File: config.mk
export PLATFORM = sky130hd
export DESIGN_NAME = mem_arbiter
export DESIGN_NICKNAME = d
export VERILOG_FILES = /design/src/rtl/mem_arbiter_pkg.sv /design/src/rtl/mem_arbiter_rr_arbiter.sv /design/src/rtl/mem_arbiter.sv
export SDC_FILE = /design/constraint.sdc
export NUM_CORES = 1
export LEC_CHECK = 0
export BUFFER_PORTS_ARGS = -buffer_cell sky130_fd_sc_hd__buf_2
export CORE_AREA = 3 3 140 142
export DETAILED_ROUTE_END_ITERATION = 8
export DIE_AREA = 0 0 143 145
export GPL_ROUTABILITY_DRIVEN = 0
export PLACE_DENSITY = 0.71
export REMOVE_ABC_BUFFERS = 1
export SKIP_LAST_GASP = 1
export SYNTH_ARGS = -nofsm -noshare
export SYNTH_HDL_FRONTEND = slang
export SYNTH_SLANG_ARGS = --single-unit
File: constraint.sdc
create_clock -name i_clk -period 4.9 [get_ports i_clk]
set_input_delay 0.735 -clock i_clk [delete_from_list [all_inputs] [get_ports i_clk]]
set_output_delay 0.735 -clock i_clk [all_outputs]
set_load 0.01 [all_outputs]
File: src/rtl/mem_arbiter_pkg.sv
// Shared definitions for the memory arbiter slice.
// Holds the default processor count, bus and address widths, the address
// type used on every address port, and the state encodings of the read and
// write channel FSMs.
package mem_arbiter_pkg;

   localparam int PROC_COUNT = 4;
   localparam int BUS_WIDTH  = 32;
   localparam int ADDR_W     = 16;

   typedef logic [ADDR_W-1:0] addr_t;

   typedef enum logic [1:0] {
      R_IDLE = 2'd0,
      R_WAIT = 2'd1,
      R_RESP = 2'd2
   } rd_state_e;

   typedef enum logic {
      W_IDLE = 1'b0,
      W_HOLD = 1'b1
   } wr_state_e;

endpackage

File: src/rtl/mem_arbiter_rr_arbiter.sv
// Combinational round-robin picker used once per arbiter channel.
// Ports:
//   req_i    - per-processor request vector
//   ptr_i    - index where the search starts (highest priority this cycle)
//   gnt_o    - one-hot grant for the winner (all zero when no request)
//   any_o    - at least one request present
//   winner_o - index of the winning processor
// The pointer register itself lives in the parent so each channel can decide
// when a grant actually takes effect.
module rr_arbiter #(
   parameter  int NPROC = 4,
   localparam int PTR_W = (NPROC > 1) ? $clog2(NPROC) : 1
) (
   input  logic [NPROC-1:0] req_i,
   input  logic [PTR_W-1:0] ptr_i,
   output logic [NPROC-1:0] gnt_o,
   output logic             any_o,
   output logic [PTR_W-1:0] winner_o
);

   // Walk from ptr_i upwards, wrapping modulo NPROC; the first requester met wins.
   // The sum is one bit wider so the wrap works for non-power-of-two counts.
   always_comb begin
      logic [PTR_W:0]   sum;
      logic [PTR_W-1:0] idx;
      gnt_o    = '0;
      any_o    = 1'b0;
      winner_o = '0;
      sum      = '0;
      idx      = '0;
      for (int i = 0; i < NPROC; i++) begin
         sum = {1'b0, ptr_i} + (PTR_W+1)'(i);
         if (sum >= (PTR_W+1)'(NPROC)) begin
            sum = sum - (PTR_W+1)'(NPROC);
         end
         idx = sum[PTR_W-1:0];
         if (!any_o && req_i[idx]) begin
            any_o      = 1'b1;
            gnt_o[idx] = 1'b1;
            winner_o   = idx;
         end
      end
   end

endmodule

File: src/rtl/mem_arbiter.sv
// Shared-memory arbiter sitting between the processor pool and the dual-port
// data memory. Read and write channels each have their own round-robin
// pointer and FSM and run completely independently.
// Ports:
//   i_clk, i_rstn       - clock, asynchronous active-low reset
//   i_req_rd, i_req_wr  - per-processor level requests, held until granted
//   i_addr, i_data      - per-processor address (shared rd/wr) and write data
//   i_wr_size           - per-processor write size, forwarded untouched
//   o_grant_rd/_wr      - one-hot single-cycle grant pulses
//   o_valid, o_rd_data  - one-hot read-valid pulse and broadcast read data
//   o_mem_rd_*          - memory read port (strobe, address, returned data)
//   o_mem_wr_*          - memory write port (strobe, address, data, size)
module mem_arbiter
   import mem_arbiter_pkg::*;
#(
   parameter int NPROC  = PROC_COUNT,
   parameter int BUS_W  = BUS_WIDTH,
   parameter int RD_LAT = 1
) (
   input  logic                        i_clk,
   input  logic                        i_rstn,
   input  logic [NPROC-1:0]            i_req_rd,
   input  logic [NPROC-1:0]            i_req_wr,
   input  addr_t [NPROC-1:0]           i_addr,
   input  logic [NPROC-1:0][BUS_W-1:0] i_data,
   input  logic [NPROC-1:0][2:0]       i_wr_size,
   output logic [NPROC-1:0]            o_grant_rd,
   output logic [NPROC-1:0]            o_grant_wr,
   output logic [NPROC-1:0]            o_valid,
   output logic [BUS_W-1:0]            o_rd_data,
   output logic                        o_mem_rd_en,
   output addr_t                       o_mem_rd_addr,
   input  logic [BUS_W-1:0]            i_mem_rd_data,
   output logic                        o_mem_wr_en,
   output addr_t                       o_mem_wr_addr,
   output logic [BUS_W-1:0]            o_mem_wr_data,
   output logic [2:0]                  o_mem_wr_size
);

   localparam int PTR_W = (NPROC > 1) ? $clog2(NPROC) : 1;
   localparam int CNT_W = $clog2(RD_LAT + 1);

   rd_state_e        rdState_q;
   wr_state_e        wrState_q;
   logic [PTR_W-1:0] rdPtr_q, rdPtr_d;
   logic [PTR_W-1:0] wrPtr_q, wrPtr_d;
   logic [CNT_W-1:0] rdCnt_q;
   logic [NPROC-1:0] rdOwner_q;

   logic [NPROC-1:0] rdGnt, wrGnt;
   logic             rdAny, wrAny;
   logic [PTR_W-1:0] rdWinner, wrWinner;

   rr_arbiter #(.NPROC(NPROC)) u_rd_rr (
      .req_i    (i_req_rd),
      .ptr_i    (rdPtr_q),
      .gnt_o    (rdGnt),
      .any_o    (rdAny),
      .winner_o (rdWinner)
   );

   rr_arbiter #(.NPROC(NPROC)) u_wr_rr (
      .req_i    (i_req_wr),
      .ptr_i    (wrPtr_q),
      .gnt_o    (wrGnt),
      .any_o    (wrAny),
      .winner_o (wrWinner)
   );

   // A pointer only moves when its channel actually issues a grant, i.e. the
   // FSM is idle and someone is requesting; it then points just past the winner.
   always_comb begin
      rdPtr_d = rdPtr_q;
      wrPtr_d = wrPtr_q;
      if (rdState_q == R_IDLE && rdAny) begin
         rdPtr_d = (rdWinner == PTR_W'(NPROC-1)) ? '0 : rdWinner + 1'b1;
      end
      if (wrState_q == W_IDLE && wrAny) begin
         wrPtr_d = (wrWinner == PTR_W'(NPROC-1)) ? '0 : wrWinner + 1'b1;
      end
   end

   // Read channel: grant and strobe the memory, wait out the memory latency,
   // then present the captured data with a valid pulse to the owning proc.
   // The counter is loaded with RD_LAT and runs down to zero, so the capture
   // happens in the cycle the memory drives data, RD_LAT cycles after the strobe.
   // A reset in the middle simply discards the outstanding read.
   always_ff @(posedge i_clk or negedge i_rstn) begin
      if (!i_rstn) begin
         rdState_q     <= R_IDLE;
         rdPtr_q       <= '0;
         rdCnt_q       <= '0;
         rdOwner_q     <= '0;
         o_grant_rd    <= '0;
         o_valid       <= '0;
         o_rd_data     <= '0;
         o_mem_rd_en   <= 1'b0;
         o_mem_rd_addr <= '0;
      end else begin
         rdPtr_q     <= rdPtr_d;
         o_grant_rd  <= '0;
         o_valid     <= '0;
         o_mem_rd_en <= 1'b0;
         case (rdState_q)
            R_IDLE: begin
               if (rdAny) begin
                  o_grant_rd    <= rdGnt;
                  o_mem_rd_en   <= 1'b1;
                  o_mem_rd_addr <= i_addr[rdWinner];
                  rdOwner_q     <= rdGnt;
                  rdCnt_q       <= CNT_W'(RD_LAT);
                  rdState_q     <= R_WAIT;
               end
            end
            R_WAIT: begin
               if (rdCnt_q == '0) begin
                  o_valid   <= rdOwner_q;
                  o_rd_data <= i_mem_rd_data;
                  rdState_q <= R_RESP;
               end else begin
                  rdCnt_q <= rdCnt_q - 1'b1;
               end
            end
            R_RESP: begin
               rdState_q <= R_IDLE;
            end
            default: begin
               rdState_q <= R_IDLE;
            end
         endcase
      end
   end

   // Write channel: grant and write in one shot, then spend one bubble cycle
   // so the granted proc has time to drop its level request before the next
   // arbitration round looks at it.
   always_ff @(posedge i_clk or negedge i_rstn) begin
      if (!i_rstn) begin
         wrState_q     <= W_IDLE;
         wrPtr_q       <= '0;
         o_grant_wr    <= '0;
         o_mem_wr_en   <= 1'b0;
         o_mem_wr_addr <= '0;
         o_mem_wr_data <= '0;
         o_mem_wr_size <= '0;
      end else begin
         wrPtr_q     <= wrPtr_d;
         o_grant_wr  <= '0;
         o_mem_wr_en <= 1'b0;
         case (wrState_q)
            W_IDLE: begin
               if (wrAny) begin
                  o_grant_wr    <= wrGnt;
                  o_mem_wr_en   <= 1'b1;
                  o_mem_wr_addr <= i_addr[wrWinner];
                  o_mem_wr_data <= i_data[wrWinner];
                  o_mem_wr_size <= i_wr_size[wrWinner];
                  wrState_q     <= W_HOLD;
               end
            end
            W_HOLD: begin
               wrState_q <= W_IDLE;
            end
            default: begin
               wrState_q <= W_IDLE;
            end
         endcase
      end
   end

endmodule

Yosys cells after proc, flatten, opt, wreduce, memory -nomap -nowiden
Cells that the tools add are included.

cells by class
  equality and inequality tests = 5
  muxes and demuxes = 91
  reduce and logical (&&, ||, !) cells = 29
  order comparisons = 26
  add/subtract/negate cells = 17
  bitwise logic cells = 8

operator list
  operator                                                           count
  binary-select mux 16 bit (select 2 bit)                            2
  binary-select mux 32 bit (select 2 bit)                            1
  two-way mux 4 bit                                                  14
  two-way mux 2 bit                                                  20
  two-way mux 16 bit                                                 2
  two-way mux 32 bit                                                 1
  < comparator 2 x 3 -> 1 bit, second input constant                 10
  two-way mux 1 bit                                                  30
  bitwise OR 4 bit                                                   6
  greater-or-equal comparator 3 bit, second input constant           6
  binary-select mux 1 bit (select 2 bit)                             8
  demux 1 bit (select 2 bit)                                         8
  greater-or-equal comparator 2 x 1 -> 1 bit, second input constant  8
  logical AND 1 bit                                                  16
  subtractor 2 x 1 -> 2 bit, second input constant                   8
  adder 2 x 2 -> 3 bit, second input constant                        4
  AND reduction 2 bit                                                5
  adder 2 x 1 -> 3 bit, second input constant                        2
  binary-select mux 3 bit (select 2 bit)                             1
  greater-or-equal comparator 2 x 3 -> 1 bit, second input constant  2
  logical NOT 1 bit                                                  6
  adder 2 x 1 -> 2 bit, second input constant                        2
  equality test 2 bit, second input constant                         2
  != test 2 bit, second input constant                               2
  8 further kinds                                                    10

word-level totals
  output and inout bits = 113
  register bits = 125

Logic depth before layout (Yosys ltp)
  depth in word-level cells = 16
  depth in mapped cells = 12

Modules after synthesis
Synthesis repeated with hierarchy kept, for this count alone.

unflattened totals
  cell total of the unflattened synthesis = 441
  area, all modules = 7277.0 um2

by module, submodules not included
  module                 instances  cells each  area an instance (um2)
  mem_arbiter            1          351         6432.4
  rr_arbiter at u_rd_rr  1          45          422.9
  rr_arbiter at u_wr_rr  1          45          421.7

Worst setup path before layout
No wires, ideal clock.

  kind = flip-flop to flip-flop
  from = reg wrPtr_q[0]
  to = reg o_mem_wr_addr[15]
  stages on the path, launching flop included = 10
  required time = 4.775 ns
  period minus slack after synthesis = 3.150 ns
  slack = 1.750 ns
  arrival time = 3.025 ns
  path buffers = 2
  path through = dfrtp_1 buf_1 inv_1 ha_1 clkbuf_1 mux4_2 o21ai_2 a21oi_1 mux4_2 mux2_2

between the ends
  cells in the longest elaborated chain, start to end = 16
  elaborated cells on any way between the ends = 40

RTL lines
  element                                                        RTL line            source
  start: declaration                                             mem_arbiter.sv:46   logic [PTR_W-1:0] wrPtr_q, wrPtr_d;
  start signal: assignment                                       mem_arbiter.sv:147  wrPtr_q <= wrPtr_d;
  branches (longest 16 deep; another with adder 2 x 1 -> 3 bit)  --
  end signal: assignment                                         mem_arbiter.sv:155  o_mem_wr_addr <= i_addr[wrWinner];
  end: declaration                                               mem_arbiter.sv:35   output addr_t o_mem_wr_addr,

Several ways; the timed one is not identified. The select of a mux whose other input is x is not followed.
A chain may end at the register's enable or synchronous reset.

Final worst setup path
  from = reg wrPtr_q[0]
  to = reg o_mem_wr_data[15]

between the ends
  cells in the longest elaborated chain, start to end = 16
  elaborated cells on any way between the ends = 40

RTL lines
  element                                                        RTL line            source
  branches (longest 16 deep; another with adder 2 x 1 -> 3 bit)  --
  end signal: assignment                                         mem_arbiter.sv:156  o_mem_wr_data <= i_data[wrWinner];
  end: declaration                                               mem_arbiter.sv:36   output logic [BUS_W-1:0] o_mem_wr_data,

Several ways; the timed one is not identified. The select of a mux whose other input is x is not followed.

==> qor.yml <==
status: "finished clean"
crit_fanout: 46
multi_input_area_um2: 4320
synth_edf_count: 0
clkLatencyLatePin_ps: 420
fin_nets: 1339
grt_usage: 0.241
crit_required_ps: 5170
portBuffers: 358
wl_um: 25700
fmax_ghz: 0.274
slew_headroom: 0.236
cts_made_buffers: 17
fillers: 1642
cp_common_cell: "buf_4"
vias: 7537
synthToLayoutAreaGrowth_pct: 32.9
seqCellArea_um2: 3100
grt_overflow_total: 0
route.detailed.drc: 0
fin_setup_tns_ps: 0
grt_max_degree: 99
antenna_left: 0
cts_setup_buffers: 0
avgSynthCellArea_um2: 10.2
route.detailed.vias_per_inst: 5.68
ys_types: 54
clk_pin_slew_ps: 60
ys.flop_type: "dfrtp_1"
placementRows: 50
finalCritPeriodShare: 0.744
slew_violations: 0
grt_setup_unrepaired: "false"
tightest_slew_ps: 1150
period_minus_slack_ps: 3650
swShare: 0.424
antenna_found_initial: 1
fin_area_um2: 10400
synthArstFlopShare: 1.00
layout-drive-gt1-share: 0.422
cts_resized: 0
synth-seq-cells: 124
post_dp_cell_area_um2: 9690
initial_core_util: 0.420
die_area_um2: 20700
p_int_mw: 4.30
cts_hold_buffers: 0
path_class: "flop to flop"
drt_iter0_drc: 556
power.share.clock: 0.196
insertedDiodeCount: 0
core_area_um2: 18600
hp-class: "input port to async pin"
crit_path_top_delay_cell: "dfrtp_1"
dieWidth_um: 143
yosysSeqAreaShare: 0.398
io_pins: 359
synth_warnings: 0
synthCells: 761
switchingPower_mw: 3.16
cp_cell_sequence: "inv_1, ha_1, mux4_2, o21ai_2, a21oi_4, buf_4, buf_4, o311ai_0"
power_frac_seq: 0.247
drt-pass1-iter-count: 5
powerDensity_nw_per_um2: 720
grt_pass1_wl_um: 39800
htree_levels: 4
cts_num_sinks: 124
clockBufferDepth: 2
finalHoldViolCount: 0
arrival_ps: 3920
power_mw: 7.46
peakVddDrop_mv: 0.312
cpPeakStageDelay_ps: 720
die_y_um: 145
setup_viol: 0
drv_cap: 0
startpoint_type: "flop"
leakagePower_nw: 4.93
cp-end-kind: "flop"
wl_per_cell_um: 19.3
dp_hpwl_um: 18400
power_frac_comb: 0.556
root_buffer: "clkbuf_16"
syn_area_um2: 7800
grt_pass1_vias: 7453
cts_tree: "built"
skew_ps: 6.68
registers in the layout, summed over array words and instances, names as in the netlist, 3 cells and up:
| signal | flops |
|---|---|
| o_valid | 4 |
| o_mem_rd_addr | 16 |
| o_rd_data | 32 |
| o_mem_wr_size | 3 |
| o_mem_wr_addr | 16 |
| o_grant_wr | 4 |
| o_grant_rd | 4 |
| rdOwner_q | 4 |
| o_mem_wr_data | 32 |
power groups by stage:
| stage | Sequential, mW | Clock (mW) | Combinational (mW) |
|---|---|---|---|
| detailed placement | 1.85 | 0 | 4.17 |
| finish | 1.85 | 1.47 | 4.15 |
| CTS | 1.85 | 1.49 | 4.18 |
| global placement | 1.84 | 0 | 4.09 |
| global route | 1.91 | 1.54 | 4.55 |
| floorplan | 2.08 | 0 | 2.55 |
final timing paths:
| check | from | depth (start not counted) | slack, ps | to |
|---|---|---|---|---|
| worst max-delay path | wrPtr_q[0] | 8 | 1250 | o_mem_wr_data[15] |
| worst min-delay path | i_rstn | 1 | 400 | o_rd_data[31] |
| worst max register to register | wrPtr_q[0] | 8 | 1250 | o_mem_wr_data[15] |
| worst min register to register | rdOwner_q[3] | 1 | 470 | rdOwner_q[3] |
| max in group asynchronous | i_rstn | 2 | 3530 | o_mem_wr_size[2] |
| min in group i_clk | rdOwner_q[3] | 1 | 470 | rdOwner_q[3] |
routing by layer:
metal	track usage	routed length, µm
met1	0.300	10600
met2	0.404	12500
met3	0.0659	2070
met4	0.0765	466
met5	0	14
final cells by class:
class | instances | share of cell area
Timing Repair Buffer | 373 | 0.188
Sequential cell | 124 | 0.299
Multi-Input combinational cell | 557 | 0.416
Clock inverter | 14 | 0.0232
Tap cell | 234 | 0.0282
Clock buffer | 18 | 0.0424
Inverter | 7 | 0.00254
cells in the mapped netlist, drive strengths merged, types with 7 or more instances:
cell type	count	area share
dfrtp	124	0.40
mux2i	90	0.12
nor2	70	0.034
nand2	62	0.030
nand2b	53	0.043
o2111ai	50	0.056
o311ai	50	0.056
clkbuf	46	0.022
mux2	36	0.052
a21oi	28	0.018
buf	27	0.026
o21a	18	0.017
a2111oi	16	0.019
a221o	16	0.021
ha	13	0.021
inv	7	0.0034
cells in the final DEF (no fill, tap or decap), types with 3 or more instances in the layout:
cell type	count
buf_2	357
dfrtp_1	124
mux2i_1	89
nor2_1	69
nand2_1	62
nand2b_1	53
o2111ai_1	50
o311ai_0	38
mux2_2	36
a21oi_1	26
o21a_1	18
clkbuf_16	17
a221o_1	16
a2111oi_0	15
ha_1	13
o311ai_1	12
buf_4	12
inv_1	6
bufinv_16	6
mux4_2	5
and2_1	5
a22o_1	4
a222oi_1	4
a211oi_1	4
a21o_1	4
or3_1	3
xnor2_1	3
buf_12	3
cells by family (layout without fill, tap and decap cells):
logic type,after synthesis,after routing,share of synthesized area
and+or+nand+nor,201,201,0.121
muxes,131,131,0.182
xor gates and xnor gates,4,4,0.00449
AOI/OAI and AO/OA,208,208,0.221
buffers and inverters,80,412,0.0520
adders and majority gates,13,13,0.0209
DFF,124,124,0.398
critical path, delay by kind of cell (launching register included):
kind	cells	cell delay, ps
DFF	1	720
AOI/OAI and AO/OA	3	870
muxes	1	620
buffers and inverters	3	750
adders and majority gates	1	510
stage by stage:
stage	hold slack [ps]	instances	worst slack (ps)	utilization
floorplan	432	688	-1270	-
global route	489	1327	1010	0.558
CTS	453	1327	1260	0.558
global placement	453	1295	1460	0.521
finish	401	1327	1250	0.558
detailed placement	460	1295	1310	0.521
(Power assumes the default switching activity.)
